### config.mk
export PLATFORM = sky130hd
export DESIGN_NAME = fetch_decode_queue_flat
export DESIGN_NICKNAME = d
export VERILOG_FILES = /design/src/rtl/fetch_decode_queue_if.sv /design/src/rtl/fetch_decode_queue.sv /design/src/flat_wrapper.sv
export SDC_FILE = /design/constraint.sdc
export NUM_CORES = 1
export LEC_CHECK = 0
export ABC_CLOCK_PERIOD_IN_PS = 10400
export BUFFER_PORTS_ARGS = -buffer_cell sky130_fd_sc_hd__buf_4
export CAP_MARGIN = 5
export CORE_MARGIN = 2
export CORE_UTILIZATION = 50
export DETAILED_ROUTE_END_ITERATION = 10
export GPL_TIMING_DRIVEN = 0
export PLACE_DENSITY = 0.77
export SETUP_SLACK_MARGIN = 0.1
export SYNTH_ARGS = -nofsm -noshare
export SYNTH_HDL_FRONTEND = slang
export SYNTH_SLANG_ARGS = --single-unit
### constraint.sdc
create_clock -name clk -period 10.4 [get_ports clk]
set_input_delay 1.56 -clock clk [delete_from_list [all_inputs] [get_ports clk]]
set_output_delay 1.56 -clock clk [all_outputs]
set_load 0.05 [all_outputs]
### src/rtl/fetch_decode_queue_if.sv
// Signal bundle between the IF/ID queue, the instruction fetcher and the decoder.
// The master side is the queue; the slave side is the fetcher/decoder/execute environment.
interface fetch_decode_queue_if #(
    parameter int XLEN = 64
);
    logic            fetch_enable;
    logic [XLEN-1:0] pc_current;
    logic            fetcher_done;
    logic [63:0]     instruction_in;
    logic            if_id_valid;

    logic            flush;
    logic [XLEN-1:0] flush_target;

    logic            dec_valid;
    logic            dec_ready;
    logic [31:0]     dec_instruction;
    logic [XLEN-1:0] dec_pc;

    modport master (
        output fetch_enable, pc_current, if_id_valid,
        output dec_valid, dec_instruction, dec_pc,
        input  fetcher_done, instruction_in,
        input  flush, flush_target,
        input  dec_ready
    );

    modport slave (
        input  fetch_enable, pc_current, if_id_valid,
        input  dec_valid, dec_instruction, dec_pc,
        output fetcher_done, instruction_in,
        output flush, flush_target,
        output dec_ready
    );
endinterface

### src/rtl/fetch_decode_queue.sv
// IF/ID boundary: owns the fetch PC, runs the fetcher's 4-phase done/ack handshake and
// buffers {pc, instruction} pairs in a small FIFO for the decoder.
//
//   state | meaning
//   IDLE  | no fetch outstanding; start one when a queue slot is free and no flush
//   BUSY  | fetch_enable high, pc_current=req_pc, waiting for fetcher_done
//   ACK   | data captured; if_id_valid high until fetcher_done drops
module fetch_decode_queue #(
    parameter int              DEPTH    = 2,
    parameter int              XLEN     = 64,
    parameter logic [XLEN-1:0] RESET_PC = '0
) (
    input  logic                 clk,
    input  logic                 reset,
    fetch_decode_queue_if.master bus
);

    localparam int PW = $clog2(DEPTH);
    localparam int CW = $clog2(DEPTH + 1);
    localparam logic [CW-1:0] DEPTH_C = CW'(DEPTH);

    typedef enum logic [1:0] {
        IDLE = 2'd0,
        BUSY = 2'd1,
        ACK  = 2'd2
    } state_t;

    state_t          state_q, state_d;
    logic [XLEN-1:0] req_pc_q, req_pc_d;
    logic [XLEN-1:0] pc_reg_q, pc_reg_d;
    logic            stale_q, stale_d;
    logic            fetch_en_q, fetch_en_d;
    logic            if_id_valid_q, if_id_valid_d;

    logic [CW-1:0]   count_q, count_d;
    logic [PW-1:0]   wr_ptr_q, wr_ptr_d;
    logic [PW-1:0]   rd_ptr_q, rd_ptr_d;
    logic [31:0]     insn_mem_q [DEPTH];
    logic [XLEN-1:0] pc_mem_q   [DEPTH];

    logic            push;
    logic            pop;
    logic            dec_valid;
    logic [31:0]     insn_sel;

    assign insn_sel  = req_pc_q[2] ? bus.instruction_in[63:32] : bus.instruction_in[31:0];
    assign dec_valid = (count_q != '0);
    assign pop       = dec_valid && bus.dec_ready && !bus.flush;

    // Fetch control. A flush while data is still owed marks that fetch stale so its
    // data is dropped on arrival, but the fetcher transaction itself is never cut short.
    always_comb begin
        state_d  = state_q;
        req_pc_d = req_pc_q;
        pc_reg_d = pc_reg_q;
        stale_d  = stale_q;
        push     = 1'b0;

        case (state_q)
            IDLE: begin
                if ((count_q < DEPTH_C) && !bus.flush) begin
                    req_pc_d = pc_reg_q;
                    state_d  = BUSY;
                end
            end
            BUSY: begin
                if (bus.fetcher_done) begin
                    state_d = ACK;
                    stale_d = 1'b0;
                    if (!stale_q && !bus.flush) begin
                        push     = 1'b1;
                        pc_reg_d = req_pc_q + XLEN'(4);
                    end
                end else if (bus.flush) begin
                    stale_d = 1'b1;
                end
            end
            ACK: begin
                if (!bus.fetcher_done) begin
                    state_d = IDLE;
                end
            end
            default: state_d = IDLE;
        endcase

        if (bus.flush) begin
            pc_reg_d = bus.flush_target;
        end

        fetch_en_d    = (state_d != IDLE);
        if_id_valid_d = (state_d == ACK);
    end

    always_ff @(posedge clk) begin
        if (reset) begin
            state_q       <= IDLE;
            req_pc_q      <= '0;
            pc_reg_q      <= RESET_PC;
            stale_q       <= 1'b0;
            fetch_en_q    <= 1'b0;
            if_id_valid_q <= 1'b0;
        end else begin
            state_q       <= state_d;
            req_pc_q      <= req_pc_d;
            pc_reg_q      <= pc_reg_d;
            stale_q       <= stale_d;
            fetch_en_q    <= fetch_en_d;
            if_id_valid_q <= if_id_valid_d;
        end
    end

    // Queue bookkeeping; a flush wins over any same-cycle push or pop.
    always_comb begin
        count_d  = count_q;
        wr_ptr_d = wr_ptr_q;
        rd_ptr_d = rd_ptr_q;

        if (bus.flush) begin
            count_d  = '0;
            wr_ptr_d = '0;
            rd_ptr_d = '0;
        end else begin
            if (push) begin
                wr_ptr_d = wr_ptr_q + PW'(1);
            end
            if (pop) begin
                rd_ptr_d = rd_ptr_q + PW'(1);
            end
            case ({push, pop})
                2'b10:   count_d = count_q + CW'(1);
                2'b01:   count_d = count_q - CW'(1);
                default: count_d = count_q;
            endcase
        end
    end

    always_ff @(posedge clk) begin
        if (reset) begin
            count_q  <= '0;
            wr_ptr_q <= '0;
            rd_ptr_q <= '0;
        end else begin
            count_q  <= count_d;
            wr_ptr_q <= wr_ptr_d;
            rd_ptr_q <= rd_ptr_d;
        end
    end

    always_ff @(posedge clk) begin
        if (push) begin
            insn_mem_q[wr_ptr_q] <= insn_sel;
            pc_mem_q[wr_ptr_q]   <= req_pc_q;
        end
    end

    assign bus.fetch_enable    = fetch_en_q;
    assign bus.if_id_valid     = if_id_valid_q;
    assign bus.pc_current      = req_pc_q;
    assign bus.dec_valid       = dec_valid;
    assign bus.dec_instruction = insn_mem_q[rd_ptr_q];
    assign bus.dec_pc          = pc_mem_q[rd_ptr_q];

endmodule

### src/flat_wrapper.sv
// flat-port wrapper written by rule: the top's interface ports become plain ports
module fetch_decode_queue_flat 
#(
    parameter int              DEPTH    = 2,
    parameter int              XLEN     = 64,
    parameter logic [XLEN-1:0] RESET_PC = '0
)
  (clk, reset, bus_fetch_enable, bus_pc_current, bus_if_id_valid, bus_dec_valid, bus_dec_instruction, bus_dec_pc, bus_fetcher_done, bus_instruction_in, bus_flush, bus_flush_target, bus_dec_ready);
  fetch_decode_queue_if #(.XLEN(XLEN)) bus_i ();
  input  logic clk;
  input  logic reset;
  output wire logic [$bits(bus_i.fetch_enable)-1:0] bus_fetch_enable;
  output wire logic [$bits(bus_i.pc_current)-1:0] bus_pc_current;
  output wire logic [$bits(bus_i.if_id_valid)-1:0] bus_if_id_valid;
  output wire logic [$bits(bus_i.dec_valid)-1:0] bus_dec_valid;
  output wire logic [$bits(bus_i.dec_instruction)-1:0] bus_dec_instruction;
  output wire logic [$bits(bus_i.dec_pc)-1:0] bus_dec_pc;
  input wire logic [$bits(bus_i.fetcher_done)-1:0] bus_fetcher_done;
  input wire logic [$bits(bus_i.instruction_in)-1:0] bus_instruction_in;
  input wire logic [$bits(bus_i.flush)-1:0] bus_flush;
  input wire logic [$bits(bus_i.flush_target)-1:0] bus_flush_target;
  input wire logic [$bits(bus_i.dec_ready)-1:0] bus_dec_ready;
  assign bus_fetch_enable = bus_i.fetch_enable;
  assign bus_pc_current = bus_i.pc_current;
  assign bus_if_id_valid = bus_i.if_id_valid;
  assign bus_dec_valid = bus_i.dec_valid;
  assign bus_dec_instruction = bus_i.dec_instruction;
  assign bus_dec_pc = bus_i.dec_pc;
  assign bus_i.fetcher_done = bus_fetcher_done;
  assign bus_i.instruction_in = bus_instruction_in;
  assign bus_i.flush = bus_flush;
  assign bus_i.flush_target = bus_flush_target;
  assign bus_i.dec_ready = bus_dec_ready;
  fetch_decode_queue #(.DEPTH(DEPTH), .XLEN(XLEN), .RESET_PC(RESET_PC)) u_core (.clk(clk), .reset(reset), .bus(bus_i));
endmodule
* After elaboration in Yosys (flattened, before gate mapping)
Memory sizes are Yosys's and may differ from the RTL's. A register that Yosys moved wholly into a read port is not among the register bits.
Cells that the tools add are included.
Widths: inputs -> output; s select.
** Operators by class
- Add/sub/neg operators :: 5
- Eq/ne operators :: 5
- Mux-type cells :: 21
- Order comparisons :: 1
- Reductions and logical operators :: 17
** Operators with widths (count)
- $mux 64 :: 4
- $add 64x3->64 const B :: 1
- $mux 32 :: 1
- $reduce_bool 2->1 :: 6
- $mux 1 :: 11
- $eq 2x2->1 const B :: 3
- $mux 2 :: 3
- $pmux 2 s3 :: 1
- $eq 2x1->1 const B :: 2
- $logic_and 1x1->1 :: 4
- $pmux 2 s2 :: 1
- $reduce_and 2->1 :: 2
- $reduce_and 3->1 :: 1
- $add 1x1->1 const B :: 2
- $add 2x1->2 const B :: 1
- $logic_not 1->1 :: 2
- $logic_not 2->1 :: 1
- $lt 2x2->1 const B :: 1
- $reduce_or 2->1 :: 1
- $sub 2x1->2 const B :: 1
** Word-level totals
- Flip-flop bits (word level) :: 137
- RAM bits :: 192
- Memories kept :: 2
- Output and inout port bits :: 163
- Input bits :: 133
- Word-level logic and storage cells :: 60
** Memories
- u_core.pc_mem_q :: depth 2, bits a word 64, rd ports 1, clocked after memory_dff 1, wr ports 1, line fetch_decode_queue.sv:39 : logic [XLEN-1:0] pc_mem_q [DEPTH];
- u_core.insn_mem_q :: depth 2, bits a word 32, rd ports 1, clocked after memory_dff 1, wr ports 1, line fetch_decode_queue.sv:38 : logic [31:0] insn_mem_q [DEPTH];

* Depth between registers and ports, before layout
- Depth in word-level cells :: 7
- Gate-level depth with buffers :: 9
- Mapped depth without buffers :: 8

* Worst setup path after synthesis
Ideal clock, no wire load.
- Path type :: input -> register
- Start :: input port bus_flush
- End :: memory u_core.insn_mem_q[0][0], enable pin
- Buffers on the path :: 2
- Slack :: 3663 ps
- Setup time :: 551 ps
- Stages :: 5
- Arrival time :: 6186 ps
- Required time :: 9849 ps
- Path through :: clkbuf_1 > clkbuf_1 > nor2_1 > inv_1 > nor2_1
** On the way
- Word-level cells in the longest chain between the ends :: 7
** RTL lines
- start: declaration :: line flat_wrapper.sv:20 : input wire logic [$bits(bus_i.flush)-1:0] bus_flush;
- $logic_not 1->1 :: line fetch_decode_queue.sv:70 : if (!stale_q && !bus.flush) begin
- $logic_and 1x1->1 :: line fetch_decode_queue.sv:70
- $mux 1 :: line fetch_decode_queue.sv:70
- $mux 1 :: line fetch_decode_queue.sv:67 : if (bus.fetcher_done) begin
- $mux 1 :: line fetch_decode_queue.sv:59 : case (state_q)
- $mux 1 :: line fetch_decode_queue.sv:150 : if (push) begin
- $mux 1 (not written as such) :: line fetch_decode_queue.sv:151 : insn_mem_q[wr_ptr_q] <= insn_sel;
- end: declaration :: line fetch_decode_queue.sv:38
No other way between the ends.

==> impl_metrics.env <==
export IMPL_status="complete, no violations"
export IMPL_final_layout_size_suffix_gt1_share_pct=31.0
export IMPL_synth_top_area_cell="edfxtp_1"
export IMPL_start_kind="flop"
export IMPL_num_vias=10900
export IMPL_fmaxAchievable_ghz=0.210
export IMPL_power_density_nw_per_um2=169
export IMPL_gr_total_overflow=0
export IMPL_cts_sinks=330
export IMPL_io_pins=296
export IMPL_syn_num_nets=1362
export IMPL_cts_tree="yes"
export IMPL_port_buffers=294
export IMPL_m1WireLength_mm=14.9
export IMPL_top_layer_used="met5"
export IMPL_yosys_register_bits=330
export IMPL_ctsResizeCount=0
export IMPL_hold_viol=0
export IMPL_grt_usage_pct=25.5
export IMPL_drtIter0Drc=1109
export IMPL_min_period_ns=4.76
export IMPL_core_area_um2=27100
export IMPL_instances_no_fill=1967
export IMPL_grt_start_max_net_pins=56
export IMPL_async_flop_share_pct=0
export IMPL_fp_row_count=60
export IMPL_arrival_ns=3.20
export IMPL_cp_end_kind="output port"
export IMPL_maxSlewViolCount=0
export IMPL_route_met3_wl_mm=3.49
export IMPL_post_cts_buffers=0
export IMPL_area_growth_pct=29.0
export IMPL_peakVddDrop_mv=0.130
export IMPL_syn_inst=1227
export IMPL_rsz0062_at_grt="false"
export IMPL_drt_wl_total_mm=38.2
export IMPL_drc=0
export IMPL_placed_area_um2=16600
export IMPL_worst_pin_slew_ns=1.03
export IMPL_fin_skew_ns=0.0261
export IMPL_initial_core_util_pct=51.1
export IMPL_num_fill_cells=2066
export IMPL_grt_pass1_vias=10400
export IMPL_finalCritPeriodShare_pct=45.8
export IMPL_setup_violations=0
export IMPL_firstDrtPassIters=5
export IMPL_antenna_found_initial=5
export IMPL_vias_per_cell=5.55
export IMPL_cp_data_required_time_ns=8.84
export IMPL_die_x_um=170
export IMPL_dpl_hpwl_mm=26.7
export IMPL_final_area_um2=17900
export IMPL_ys_types=46
export IMPL_final_cell_mix="buf_4 (295), nand2_1 (205), edfxtp_1 (192)"
export IMPL_gp_congestion=0.905
export IMPL_synth_edf_count=192
export IMPL_syn_area_per_cell_um2=11.3
export IMPL_dpl_cell_count=1898
export IMPL_h_tree_depth=2
export IMPL_maxCapViolCount=0
export IMPL_cts_root_buf="clkbuf_16"
export IMPL_slew_headroom_pct=31.1
export IMPL_cts_buffer_depth=3
export IMPL_min_path_type="reg -> reg"
export IMPL_cts_hold_buf=0
export IMPL_cts_buffers=36
export IMPL_ys_seq_area_share_pct=61.6
export IMPL_clock_latency_ns=0.53
export IMPL_path_clk_slew_ns=0.06
export IMPL_synth_area_um2=13800
export IMPL_die_h_um=170
export IMPL_reg2reg_slack_ns=7.31
export IMPL_synth_warnings=0
export IMPL_dr_wl_met2_mm=18.3
export IMPL_wire_per_inst_um=19.4
export IMPL_die_area_um2=29000
export IMPL_synth_top_cell_area_share_pct=41.6
export IMPL_final_nets=1699
export IMPL_yosys_top_cells_area="edfxtp_1 (42%), dfxtp_1 (20%), mux2_2 (10%), nand2_1 (5.6%), a21oi_1 (4.6%)"
export IMPL_drtAntennaViolNets=0
export IMPL_worstSetupPathType="reg -> out"
export IMPL_tns_ns=0
export IMPL_grt_pass1_wl_mm=56.7
export IMPL_final_common_cell="buf_4"
export IMPL_p_leak_uw=0.00629
export IMPL_path_max_fanout=11
export IMPL_synth_flop_cell="edfxtp_1"
-- power by group --
part	switching (uW)	leakage [uW]	internal, uW
registers	31.4	0.00287	1410
logic	168	0.00283	104
clock network	505	0.000591	792
-- synth_stat cells, types with 2 or more instances --
| library cell | n |
|---|---|
| a211o_1 | 2 |
| a211oi_1 | 15 |
| a21oi_1 | 126 |
| a221oi_1 | 2 |
| and2_1 | 5 |
| and3_1 | 5 |
| and4_1 | 4 |
| buf_1 | 10 |
| clkbuf_1 | 63 |
| dfxtp_1 | 138 |
| edfxtp_1 | 192 |
| ha_1 | 2 |
| inv_1 | 6 |
| mux2_2 | 128 |
| mux2i_1 | 2 |
| nand2_1 | 205 |
| nand3_1 | 24 |
| nand4_1 | 20 |
| nor2_1 | 112 |
| nor2b_1 | 2 |
| nor3_1 | 15 |
| nor3_2 | 2 |
| nor3b_1 | 3 |
| nor4_1 | 14 |
| o21ai_0 | 13 |
| o22ai_1 | 30 |
| o32ai_1 | 2 |
| or2_2 | 3 |
| or3_1 | 2 |
| or4_1 | 2 |
| xnor2_1 | 57 |
| xor2_1 | 7 |
-- kinds of logic (layout without fill, tap and decap cells) --
kind of cell | count (synthesis) | count (layout) | share of synthesized area [%]
compound gates | 193 | 193 | 7.78
xor+xnor | 64 | 64 | 4.05
fa+ha+maj | 2 | 2 | 0.181
buf+inv | 81 | 446 | 2.21
flops | 330 | 330 | 61.6
mux | 130 | 130 | 10.6
other cells | 0 | 3 | 0
simple gates | 427 | 427 | 13.6
-- path summary, 6_finish.rpt --
check | start | to | cells after the start
worst min register to register | u_core.pc_reg_q[59] | u_core.bus.pc_current[59] | 2
worst max-delay path | flop | bus_dec_pc[48] | 5
worst max register to register | u_core.bus.pc_current[2] | u_core.pc_reg_q[57] | 7
worst min-delay path | u_core.pc_reg_q[59] | u_core.bus.pc_current[59] | 2
-- metrics by stage --
| stage | hold slack (ns) | power [uW] | setup WS, ns | utilization [%] |
|---|---|---|---|---|
| 6_report | 0.432 | 3010 | 5.64 | 65.9 |
| 5_1_grt | 0.463 | 3100 | 5.50 | 65.9 |
| 4_1_cts | 0.445 | 3020 | 5.62 | 65.9 |
| 3_5_place_dp | 0.443 | 1740 | 6.19 | 61.4 |
| 3_3_place_gp | 0.435 | 1730 | 0.720 | 60.9 |
| 2_1_floorplan | 0.427 | 1630 | 3.66 | - |
-- worst max-delay path, cell delays in order, from the launching register on --
cell and delay, ns:
dfxtp_1 0.31, clkbuf_1 0.35, clkbuf_1 0.82, clkbuf_1 0.57
mux2_2 0.42, buf_4 0.19
-- sequential cells by signal, summed over array words and instances, names as in the netlist, named ones only --
name	flops
u_core.bus.fetch_enable	1
u_core.pc_reg_q	64
u_core.pc_mem_q	128
u_core.wr_ptr_q	1
u_core.state_q	2
u_core.insn_mem_q	64
u_core.bus.if_id_valid	1
u_core.bus.pc_current	64
u_core.rd_ptr_q	1
u_core.count_q	2
u_core.stale_q	1
-- per-layer routing --
metal  up-vias  GRT usage (%)
li1       5061              -
met1      5237           31.5
met2       521           42.5
met3        96           6.37
met4         2           11.3
met5         -              0
-- final cells by class --
type | count | area (um^2) | share of cell area (%)
multi-input combinational | 816 | 5030 | 28.1
buffer | 75 | 284 | 1.59
inverter | 6 | 22.5 | 0.126
tap | 372 | 465 | 2.61
clock inverter | 9 | 134 | 0.750
timing repair buffer | 299 | 2310 | 12.9
clock buffer | 57 | 1080 | 6.06
sequential | 330 | 8530 | 47.8
antenna | 3 | 7.51 | 0.0420
Power figures use the tool's default switching activity.
